### src/rtl/rf_ctrl_pkg.sv
// Shared types and default geometry for the register-file controller.
package rf_ctrl_pkg;

    localparam int RF_DEPTH = 32;
    localparam int RF_AW    = 5;
    localparam int RF_DW    = 8;

    typedef enum logic [1:0] {
        CLEAR = 2'd0,
        IDLE  = 2'd1,
        DBG   = 2'd2,
        ACK   = 2'd3
    } state_t;

endpackage

### src/rtl/rf_controller.sv
// Arbitrates register-file access between the CPU, a 4-phase debug port and
// a whole-file clear sequence that also runs out of reset.
module rf_controller
    import rf_ctrl_pkg::*;
#(
    parameter int DEPTH = RF_DEPTH,
    parameter int AW    = RF_AW,
    parameter int DW    = RF_DW
) (
    input  logic          RF_CLK,
    input  logic          RF_RST_N,

    input  logic          CPU_WR,
    input  logic [AW-1:0] CPU_ADDR_WR,
    input  logic [DW-1:0] CPU_DIN,
    input  logic [AW-1:0] CPU_ADDRX,
    input  logic [AW-1:0] CPU_ADDRY,
    output logic          CPU_STALL,

    input  logic          DBG_REQ,
    input  logic          DBG_WE,
    input  logic [AW-1:0] DBG_ADDR,
    input  logic [DW-1:0] DBG_WDATA,
    output logic          DBG_ACK,
    output logic [DW-1:0] DBG_RDATA,

    input  logic          CLR_START,
    output logic          CLR_BUSY,

    output logic [AW-1:0] RF_ADDRX,
    output logic [AW-1:0] RF_ADDRY,
    output logic [AW-1:0] RF_ADDR_WR,
    output logic          RF_WR,
    output logic [DW-1:0] RF_DIN,
    input  logic [DW-1:0] RF_DX_OUT
);

    localparam logic [AW-1:0] LAST_ADDR = AW'(DEPTH - 1);

    state_t        state;
    state_t        state_next;
    logic [AW-1:0] clr_cnt;

    // NOTE: sequential state uses non-blocking assignments so every register
    // samples the pre-edge values regardless of block evaluation order.
    always_ff @(posedge RF_CLK or negedge RF_RST_N) begin
        if (!RF_RST_N) begin
            state     <= CLEAR;
            clr_cnt   <= '0;
            DBG_RDATA <= '0;
        end else begin
            state <= state_next;
            if (state == CLEAR) begin
                clr_cnt <= (clr_cnt == LAST_ADDR) ? '0 : clr_cnt + 1'b1;
            end
            // Captured at the closing edge of DBG: old contents before the write lands.
            if (state == DBG) begin
                DBG_RDATA <= RF_DX_OUT;
            end
        end
    end

    // NOTE: every output of this block gets a default first, so no path
    // through the case leaves one unassigned and infers a latch.
    always_comb begin
        state_next = state;
        RF_ADDRX   = CPU_ADDRX;
        RF_ADDR_WR = CPU_ADDR_WR;
        RF_DIN     = CPU_DIN;
        RF_WR      = 1'b0;
        CLR_BUSY   = 1'b0;
        DBG_ACK    = 1'b0;

        case (state)
            CLEAR: begin
                RF_WR      = 1'b1;
                RF_ADDR_WR = clr_cnt;
                RF_DIN     = '0;
                CLR_BUSY   = 1'b1;
                if (clr_cnt == LAST_ADDR) begin
                    state_next = IDLE;
                end
            end
            IDLE: begin
                RF_WR = CPU_WR;
                if (CLR_START) begin
                    state_next = CLEAR;
                end else if (DBG_REQ) begin
                    state_next = DBG;
                end
            end
            DBG: begin
                RF_ADDRX   = DBG_ADDR;
                RF_ADDR_WR = DBG_ADDR;
                RF_DIN     = DBG_WDATA;
                RF_WR      = DBG_WE;
                state_next = ACK;
            end
            ACK: begin
                DBG_ACK = 1'b1;
                if (!DBG_REQ) begin
                    state_next = IDLE;
                end
            end
            default: begin
                state_next = CLEAR;
            end
        endcase
    end

    assign CPU_STALL = (state != IDLE);
    assign RF_ADDRY  = CPU_ADDRY;

endmodule

### config.mk
export PLATFORM = sky130hd
export DESIGN_NAME = rf_controller
export DESIGN_NICKNAME = d
export VERILOG_FILES = /design/src/rtl/rf_ctrl_pkg.sv /design/src/rtl/rf_controller.sv
export SDC_FILE = /design/constraint.sdc
export NUM_CORES = 1
export LEC_CHECK = 0
export ABC_CLOCK_PERIOD_IN_PS = 3800
export CORE_ASPECT_RATIO = 0.6
export CORE_UTILIZATION = 35
export DETAILED_ROUTE_END_ITERATION = 10
export PLACE_DENSITY = 0.94
export SLEW_MARGIN = 20
export SYNTH_ARGS = -nofsm -noshare
export SYNTH_HDL_FRONTEND = slang
export SYNTH_SLANG_ARGS = --single-unit
### constraint.sdc
create_clock -name RF_CLK -period 3.8 [get_ports RF_CLK]
set_clock_uncertainty 0.05 [all_clocks]
set_input_delay 0.38 -clock RF_CLK [delete_from_list [all_inputs] [get_ports RF_CLK]]
set_output_delay 0.38 -clock RF_CLK [all_outputs]
set_load 0.01 [all_outputs]
==> metrics.md, run 1 <==
| Metric | Value |
|---|---|
| TritonCTS clock tree | done |
| Clk slew on worst S/H paths | 60 ps |
| Vias in the first global route | 1152 |
| Clock insertion delay at the later pin of the skew report | 240 ps |
| Final Hold Slack | 458 ps |
| CTS H-tree depth | 1 |
| Slew Viols, Final | 0 |
| Clock Power Share | 10.1% |
| Status | complete, no violations |
| Register share of total power | 24.0% |
| Residual DRC | 0 |
| Max VDD drop | 0.000426 V |
| Total gr overflow | 0 |
| Gpl congestion | 0.740 |
| Initial cell density of the core | 39.2% |
| Core Box Area | 0.00266 mm2 |
| Pwr/cell area | 694 mW/mm2 |
| Sw Share | 37.3% |
| Layout area overhead | 73.3% |
| Psw | 0.469 mW |
| Final setup violation count | 0 |
| Sink Count | 15 |
| Crit-path max FO | 16 |
| Synthesized area | 0.00104 mm2 |
| Number of max-cap violations | 0 |
| Critical Path AT | 2510 ps |
| TritonCTS Buffers | 3 |
| Vias per cell | 4.95 |
| Via count | 1005 |
| Initial DRC Count | 48 |
| Nets@finish | 221 |
| Total GRT Usage | 21.8% |
| Startpoint Class | register |
| Area of the multi-input gates | 581 um2 |
| Clock root cell | clkbuf_8 |
| Slowest stage delay, CP | 570 ps |
| Final setup TNS | 0 ps |
| Die width | 72.5 um |
| CP bufs+invs | 3 |
| WS Path Type | reg2out |
| Fraction of layout cells with a size suffix above 1 | 15.3% |
| Crit path cell chain | inv_1 > ha_1 > buf_4 > mux2_4 > clkdlybuf4s50_1 |
| Largest net degree at the start of global routing | 17 |
| Synth Register Bits | 15 |
| Post-synthesis cell count | 94 |
| CP endpoint kind | output pin |
| Die Footprint | 0.00321 mm2 |
| Data required time of the worst path | 3370 ps |
| P_leak | 0.785 nW |
| Synth warnings | 0 |
| Die Height | 44.3 um |
| Initial antenna violation count | 0 |
| Hold WC Path Type | reg2reg |
| Post-synthesis sequential area ratio | 35.9% |
| Worst Tran Pin Value | 697 ps |
| Clock Path Buffers | 2 |
| Storage element area | 375 um2 |
| Post-DP HPWL | 2660 um |
| Fillers | 188 |
| Wirelength, routed | 3220 um |
| Critical Path Slowest Stage Cell | ha_1 |
| Number of I/O pins | 85 |
| Yosys cell types | 23 |
| Power Internal | 0.787 mW |
| Row cnt | 14 |
| Setup bufs post-CTS | 0 |
| Period utilization | 77.5% |
| RSZ-0062 raised after global routing | false |
| Antenna Cells | 0 |
| Rel. slew slack | 53.4% |
| Crit path time final | 2940 ps |
| Top delay family on crit path | buffers and inverters |
| Final Hold Fails | 0 |
| Final antenna-violating net count | 0 |
| Port-buffer cells | 74 |
| Fmax achieved | 0.340 GHz |
| Global-route wire length before repair | 5200 um |
| Gate power share | 65.8% |
| Mapped Nets | 151 |
| DRT Pass-1 Iters | 6 |
| Hold buffer count at cts | 0 |
| WL/cell | 15.9 um |
| CTS resizes | 0 |
| Syn avg cell area | 11.1 um2 |
## through the flow
step	utilization, %	area (um2)	setup slack, ps	total power [mW]	instances
floorplan	-	1040	2080	0.733	94
global placement	66.3	1770	1220	1.09	199
detailed placement	66.3	1770	1100	1.14	199
CTS	68.0	1810	833	1.27	203
global route	68.0	1810	673	1.34	203
finish	68.0	1810	855	1.26	203
## cell usage after synthesis (all sizes together)
cell | instances | area share (%)
mux2 | 16 | 19
dfrtp | 15 | 36
nand2 | 12 | 4.3
buf | 10 | 7.4
a22o | 9 | 7.5
ha | 7 | 8.4
a22oi | 5 | 3.6
nor2 | 4 | 1.7
o21ai | 4 | 1.9
inv | 3 | 1.1
and3 | 2 | 1.2
mux2i | 2 | 1.9
nand2b | 2 | 1.4
a221oi | 1 | 1.4
nor2b | 1 | 0.60
o311ai | 1 | 2.5
## placed cells by master (no fill, tap or decap), drive strengths merged
| cell | instances |
|---|---|
| clkdlybuf4s50 | 74 |
| mux2 | 16 |
| dfrtp | 15 |
| nand2 | 12 |
| a22o | 9 |
| ha | 7 |
| a22oi | 5 |
| nor2 | 4 |
| clkbuf | 4 |
| o21ai | 4 |
| inv | 3 |
| and3 | 2 |
| mux2i | 2 |
| nand2b | 2 |
| a221oi | 1 |
| nor2b | 1 |
| o311ai | 1 |
| buf | 1 |
## worst reg2reg max path, delay by kind of cell, from the launching register on
family / cells / cell delay [ps]
adders and majority gates: 1 / 570
buffers and inverters: 2 / 490
DFF: 1 / 420
muxes: 1 / 370
## cell type report
class                      count  area share [%]
timing repair buffer          75            41.3
multi-input combinational     66            32.1
sequential                    15            20.7
tap                           40            2.76
clock buffer                   4            2.49
inverter                       3           0.622
## kinds of logic after synthesis
family	share of synthesized area [%]
AND/OR/NAND/NOR	9.22
AO/OA/AOI/OAI	17.0
multiplexers	21.0
flip-flops	35.9
buffers and inverters	8.50
adder cells (fa/ha/maj)	8.38
## sequential cells by signal (all words and copies together), names as in the netlist
signal / flops
DBG_RDATA: 8
state: 2
clr_cnt: 5
## final timing paths
kind | start | end | slack [ps] | cells after the start
worst min-delay path | DBG_RDATA[4]$_DFFE_PN0N_ | DBG_RDATA[4]$_DFFE_PN0N_ | 460 | 1
worst min register to register | DBG_RDATA[4]$_DFFE_PN0N_ | DBG_RDATA[4]$_DFFE_PN0N_ | 460 | 1
min in group asynchronous | RF_RST_N | clr_cnt[4]$_DFFE_PN0P_ | 510 | 1
worst max register to register | state[0]$_DFFE_PN0P_ | DBG_RDATA[6]$_DFFE_PN0N_ | 1790 | 4
worst max-delay path | state[0]$_DFFE_PN0P_ | RF_ADDRX[4] | 860 | 5
max in group asynchronous | RF_RST_N | state[1]$_DFFE_PN0P_ | 2750 | 1
## metal layers
layer	track usage [%]	vias up	part of all wire, %
met5	0	-	0
met4	3.92	0	0.75
met3	6.15	4	4.3
met2	41.7	32	55
met1	24.7	496	40
li1	-	473	-
## power groups by stage
stage / combinational, mW / clock, mW / sequential (mW)
after floorplan: 0.424 / 0 / 0.309
after global placement: 0.790 / 0 / 0.295
after detailed placement: 0.833 / 0 / 0.304
after CTS: 0.838 / 0.129 / 0.302
after global routing: 0.889 / 0.140 / 0.313
final: 0.827 / 0.128 / 0.302
No activity file was read; power rests on OpenSTA's default activity.
==> inputs of run 2 (changes only) <==
--- a/config.mk
+++ b/config.mk
@@ -5,11 +5,11 @@
 export SDC_FILE = /design/constraint.sdc
 export NUM_CORES = 1
 export LEC_CHECK = 0
-export ABC_CLOCK_PERIOD_IN_PS = 3800
+export ABC_CLOCK_PERIOD_IN_PS = 2600
 export CORE_ASPECT_RATIO = 0.6
-export CORE_UTILIZATION = 35
+export CORE_UTILIZATION = 29
 export DETAILED_ROUTE_END_ITERATION = 10
-export PLACE_DENSITY = 0.94
+export PLACE_DENSITY = 0.84
 export SLEW_MARGIN = 20
 export SYNTH_ARGS = -nofsm -noshare
 export SYNTH_HDL_FRONTEND = slang
==> constraint.sdc (replaced) <==
create_clock -name RF_CLK -period 2.6 [get_ports RF_CLK]
set_clock_uncertainty 0.05 [all_clocks]
set_input_delay 0.26 -clock RF_CLK [delete_from_list [all_inputs] [get_ports RF_CLK]]
set_output_delay 0.26 -clock RF_CLK [all_outputs]
set_load 0.01 [all_outputs]
==> run 2 against run 1 <==
Compared with the run above: die area rose by 20%; core utilization fell by 13 points; first-iteration DRC count fell by 8.3%; sequential power rose by 47%; total power rose by 47%; critical path depth did not move; worst hold slack got worse by 100 ps; cell count rose by 3.4%; largest power group unchanged.
==> metrics.md, run 2 (same netlist as run 1, synthesis figures left out) <==
| Metric | Value |
|---|---|
| Status | complete, no violations |
| Max VDD drop | 0.000773 V |
| Final setup violation count | 0 |
| Worst Tran Pin Value | 645 ps |
| Vias in the first global route | 1070 |
| Placed cell count | 206 |
| Most frequent cells in the layout | clkdlybuf4s50_1 (74), dfrtp_1 (15), nand2_1 (12), mux2_2 (11), a22o_1 (9) |
| Worst Reg-to-Reg Cells | 6 |
| CP bufs+invs | 3 |
| Initial cell density of the core | 31.3% |
| Leading cell type in the layout, fill and taps excluded | clkdlybuf4s50_1 |
| Fraction of layout cells with a size suffix above 1 | 17.0% |
| Rel. slew slack | 56.9% |
| Gpl congestion | 0.732 |
| Biggest register | DBG_RDATA |
| Layout area overhead | 76.0% |
| Final antenna-violating net count | 0 |
| Clock insertion delay at the later pin of the skew report | 250 ps |
| Sink Count | 15 |
| CP endpoint kind | output pin |
| Final Hold Fails | 0 |
| CTS H-tree depth | 1 |
| Port-buffer cells | 74 |
| Crit path time final | 2500 ps |
| Total GRT Usage | 17.2% |
| Top delay family on crit path | buffers and inverters |
| Via count | 990 |
| Residual DRC | 0 |
| Fmax achieved | 0.400 GHz |
| Max FFs per register | 8 |
| Startpoint Class | register |
| DRT Pass-1 Iters | 4 |
| Crit-path max FO | 13 |
| Total power | 1.85 mW |
| Initial antenna violation count | 0 |
| Clk slew on worst S/H paths | 60 ps |
| WL/cell | 14.9 um |
| Initial DRC Count | 44 |
| Post-DP HPWL | 2530 um |
| Pwr/cell area | 1000 mW/mm2 |
| Antenna Cells | 0 |
| CTS resizes | 0 |
| Vias per cell | 4.71 |
| Global-route wire length before repair | 5060 um |
| WS Path Type | reg2out |
| Final setup TNS | 0 ps |
| Row cnt | 16 |
| Nets@finish | 223 |
| Total gr overflow | 0 |
| RSZ-0062 raised after global routing | false |
| Reg-to-Reg End | state[1]$_DFFE_PN0P_ |
| Number of I/O pins | 85 |
| Storage element area | 375 um2 |
| Slowest stage delay, CP | 480 ps |
| Core Box Area | 0.00334 mm2 |
| Die Height | 48.5 um |
| Data required time of the worst path | 2290 ps |
| RR Startpoint | clr_cnt[0]$_DFFE_PN0P_ |
| Die width | 79.5 um |
| Critical Path AT | 2190 ps |
| Fillers | 286 |
| Die Footprint | 0.00385 mm2 |
| Crit path depth | 5 |
| R2R Setup Slk | 810 ps |
| Largest net degree at the start of global routing | 16 |
| TritonCTS clock tree | done |
| Clock root cell | clkbuf_8 |
| Setup bufs post-CTS | 0 |
| Area of the multi-input gates | 588 um2 |
| Hold buffer count at cts | 0 |
| Period utilization | 96.1% |
| Slew Viols, Final | 0 |
| Clock Path Buffers | 2 |
| Number of max-cap violations | 0 |
| Hold WC Path Type | in2async |
| Critical Path Slowest Stage Cell | clkdlybuf4s50_1 |
| Finished Layout Cells | 210 |
| TritonCTS Buffers | 3 |
| Top flop regs | DBG_RDATA x8, clr_cnt x5, state x2 |
| Crit path cell chain | inv_1 > ha_2 > buf_4 > mux2_4 > clkdlybuf4s50_1 |
| Wirelength, routed | 3120 um |
| P_leak | 0.795 nW |
## run 2: area by class of cell
type,instances,share of cell area (%)
repair buffers,77,41.5
multi-input cells,66,32.0
flip-flops and latches,15,20.4
well taps,45,3.06
clock buffers,4,2.45
inverters,3,0.612
## run 2: routing by layer
metal  vias up  global-route usage (%)  part of all wire [%]
li1        475                       -                     -
met1       458                    18.7                    40
met2        49                    30.6                    49
met3         8                    6.98                    11
met4         0                    4.55                   1.0
met5         -                       0                     0
## run 2: power by group
part           internal (mW)  leakage, nW  switching [mW]
Clock                  0.109       0.0228          0.0823
Sequential             0.350        0.181          0.0939
Combinational          0.708        0.590           0.505
## run 2: metrics by stage
step	hold slack, ps	setup WS, ps	util (%)	cell area (um2)
after floorplan	-85.6	989	-	1040
after global placement	443	376	53.4	1790
after detailed placement	445	276	53.4	1790
after CTS	382	16.0	54.8	1830
after global routing	421	4.24	55.0	1840
final	356	101	55.0	1840
## run 2: how the worst max path moves through the flow
stage / startpoint / slack, ps / end
floorplan: clr_cnt[0]$_DFFE_PN0P_ / 990 / state[0]$_DFFE_PN0P_
global placement: state[0]$_DFFE_PN0P_ / 380 / RF_ADDR_WR[2]
detailed placement: state[0]$_DFFE_PN0P_ / 280 / RF_DIN[6]
CTS: state[0]$_DFFE_PN0P_ / 20 / RF_DIN[2]
global route: state[0]$_DFFE_PN0P_ / 4 / RF_ADDRX[0]
finish: state[0]$_DFFE_PN0P_ / 100 / RF_ADDRX[0]
==> inputs of run 3 (changes only) <==
--- a/config.mk
+++ b/config.mk
@@ -5,11 +5,11 @@
 export SDC_FILE = /design/constraint.sdc
 export NUM_CORES = 1
 export LEC_CHECK = 0
-export ABC_CLOCK_PERIOD_IN_PS = 2600
 export CORE_ASPECT_RATIO = 0.6
 export CORE_UTILIZATION = 29
 export DETAILED_ROUTE_END_ITERATION = 10
-export PLACE_DENSITY = 0.84
+export PLACE_DENSITY = 0.76
+export REMOVE_ABC_BUFFERS = 1
 export SLEW_MARGIN = 20
 export SYNTH_ARGS = -nofsm -noshare
 export SYNTH_HDL_FRONTEND = slang
==> run 3 against run 2 <==
Compared with the run above: routed wire length fell by 5.8%; non-clock buffer count fell by 1; sequential cell count did not move; largest cell class unchanged; via count fell by 1.3%; design area fell by 0.34%.
==> metrics.md, run 3 (same netlist as run 1, synthesis figures left out) <==
| Metric | Value |
|---|---|
| Status | complete, no violations |
| Sink Count | 15 |
| Area of the multi-input gates | 586 um2 |
| Critical Path Slowest Stage Cell | clkdlybuf4s50_1 |
| Biggest register | DBG_RDATA |
| Top flop regs | DBG_RDATA x8, clr_cnt x5, state x2 |
| Total GRT Usage | 15.7% |
| Core Box Area | 0.00334 mm2 |
| Wirelength, routed | 2940 um |
| CP startpoint | state[0]$_DFFE_PN0P_ |
| Die Height | 48.5 um |
| Rel. slew slack | 54.4% |
| Psw | 0.653 mW |
| Clock Path Buffers | 2 |
| Row cnt | 16 |
| Placed cell count | 205 |
| Global-route wire length before repair | 4550 um |
| Critical Path AT | 2160 ps |
| TritonCTS Buffers | 3 |
| Setup bufs post-CTS | 0 |
| Crit path depth | 5 |
| Final Hold Fails | 0 |
| TritonCTS clock tree | done |
| Number of I/O pins | 85 |
| Clock insertion delay at the later pin of the skew report | 250 ps |
| Sw Share | 36.0% |
| RSZ-0062 raised after global routing | false |
| Reg-to-Reg End | state[1]$_DFFE_PN0P_ |
| Register share of total power | 24.0% |
| Worst Reg-to-Reg Cells | 6 |
| Slowest stage delay, CP | 480 ps |
| Vias per cell | 4.67 |
| Clock Power Share | 10.2% |
| Number of max-cap violations | 0 |
| Clk slew on worst S/H paths | 50 ps |
| Data required time of the worst path | 2290 ps |
| Fraction of layout cells with a size suffix above 1 | 15.9% |
| Fillers | 267 |
| CTS resizes | 0 |
| Die width | 79.5 um |
| Layout area overhead | 75.4% |
| Storage element area | 375 um2 |
| R2R Setup Slk | 770 ps |
| Initial antenna violation count | 0 |
| Hold WC Path Type | in2async |
| CTS H-tree depth | 1 |
| Worst Tran Pin Value | 682 ps |
| Max VDD drop | 0.000419 V |
| Largest net degree at the start of global routing | 28 |
| Startpoint Class | register |
| CP endpoint kind | output pin |
| Initial DRC Count | 16 |
| Period utilization | 95.2% |
| WS Path Type | reg2out |
| Gate power share | 65.8% |
| Final antenna-violating net count | 0 |
| Pwr/cell area | 990 mW/mm2 |
| RR Startpoint | clr_cnt[0]$_DFFE_PN0P_ |
| Port-buffer cells | 74 |
| Nets@finish | 222 |
| WL/cell | 14.1 um |
| Slew Viols, Final | 0 |
| Crit path cell chain | inv_1 > ha_1 > buf_6 > mux2_4 > clkdlybuf4s50_1 |
| Antenna Cells | 0 |
| Finished Layout Cells | 209 |
| Gpl congestion | 0.717 |
| Max FFs per register | 8 |
| Crit-path max FO | 27 |
| P_leak | 0.792 nW |
| Clock root cell | clkbuf_8 |
| Crit path time final | 2470 ps |
| CP bufs+invs | 3 |
| Via count | 977 |
| DRT Pass-1 Iters | 4 |
| Leading cell type in the layout, fill and taps excluded | clkdlybuf4s50_1 |
| Total gr overflow | 0 |
| Residual DRC | 0 |
| Most frequent cells in the layout | clkdlybuf4s50_1 (74), dfrtp_1 (15), nand2_1 (12), mux2_2 (11), a22o_1 (9) |
| Fmax achieved | 0.404 GHz |
| CP endpoint | RF_ADDRX[3] |
| Final setup TNS | 0 ps |
| Power Internal | 1.16 mW |
| Vias in the first global route | 955 |
| Initial cell density of the core | 31.3% |
| Post-DP HPWL | 2340 um |
| Final setup violation count | 0 |
| Top delay family on crit path | buffers and inverters |
| Hold buffer count at cts | 0 |
| Die Footprint | 0.00385 mm2 |
run 3: changes by cell type in the layout (fill, tap and decap cells not counted):
cell   delta
ha_2      -1
buf_6     +1
ha_1      +1
buf_4     -2
run 3: layout make-up:
type	count	area share (%)
clock buffers	4	2.46
multi-input cells	66	31.9
flip-flops and latches	15	20.5
inverters	3	0.614
well taps	45	3.07
repair buffers	76	41.4
run 3: layer usage:
| metal | share of wire [%] | GRT usage [%] | vias up |
|---|---|---|---|
| met5 | 0 | 0 | - |
| met4 | 0.71 | 4.55 | 0 |
| met3 | 9.5 | 5.85 | 2 |
| met2 | 50 | 28.5 | 51 |
| met1 | 40 | 17.0 | 450 |
| li1 | - | - | 474 |
run 3: worst min path at each step:
stage,endpoint,start,cells after the start
floorplan,DBG_RDATA[0]$_DFFE_PN0N_,RF_RST_N,0
global placement,DBG_RDATA[2]$_DFFE_PN0N_,DBG_RDATA[2]$_DFFE_PN0N_,1
detailed placement,DBG_RDATA[0]$_DFFE_PN0N_,DBG_RDATA[0]$_DFFE_PN0N_,1
CTS,DBG_RDATA[3]$_DFFE_PN0N_,RF_RST_N,1
global route,clr_cnt[0]$_DFFE_PN0P_,RF_RST_N,1
finish,clr_cnt[0]$_DFFE_PN0P_,RF_RST_N,1
run 3: worst register-to-register path, stage by stage, from the launching register on:
cell and delay [ps]:
dfrtp_1 420, ha_1 250, and3_1 190, ha_1 230
nand2b_2 230, o311ai_4 110, mux2i_1 260
run 3: stage by stage:
step	util, %	power, mW	area [um2]	setup WS (ps)	hold WS (ps)
global placement	53.2	1.58	1780	441	439
global route	54.8	1.95	1830	16.6	440
floorplan	-	1.03	967	532	-85.6
CTS	54.6	1.82	1820	101	393
finish	54.8	1.81	1830	126	377
detailed placement	53.2	1.62	1780	375	449
run 3: power groups by stage:
stage / registers [mW] / logic (mW) / clock network (mW)
detailed placement: 0.437 / 1.19 / 0
finish: 0.435 / 1.19 / 0.185
floorplan: 0.452 / 0.578 / 0
CTS: 0.433 / 1.19 / 0.195
global route: 0.452 / 1.29 / 0.208
global placement: 0.427 / 1.16 / 0
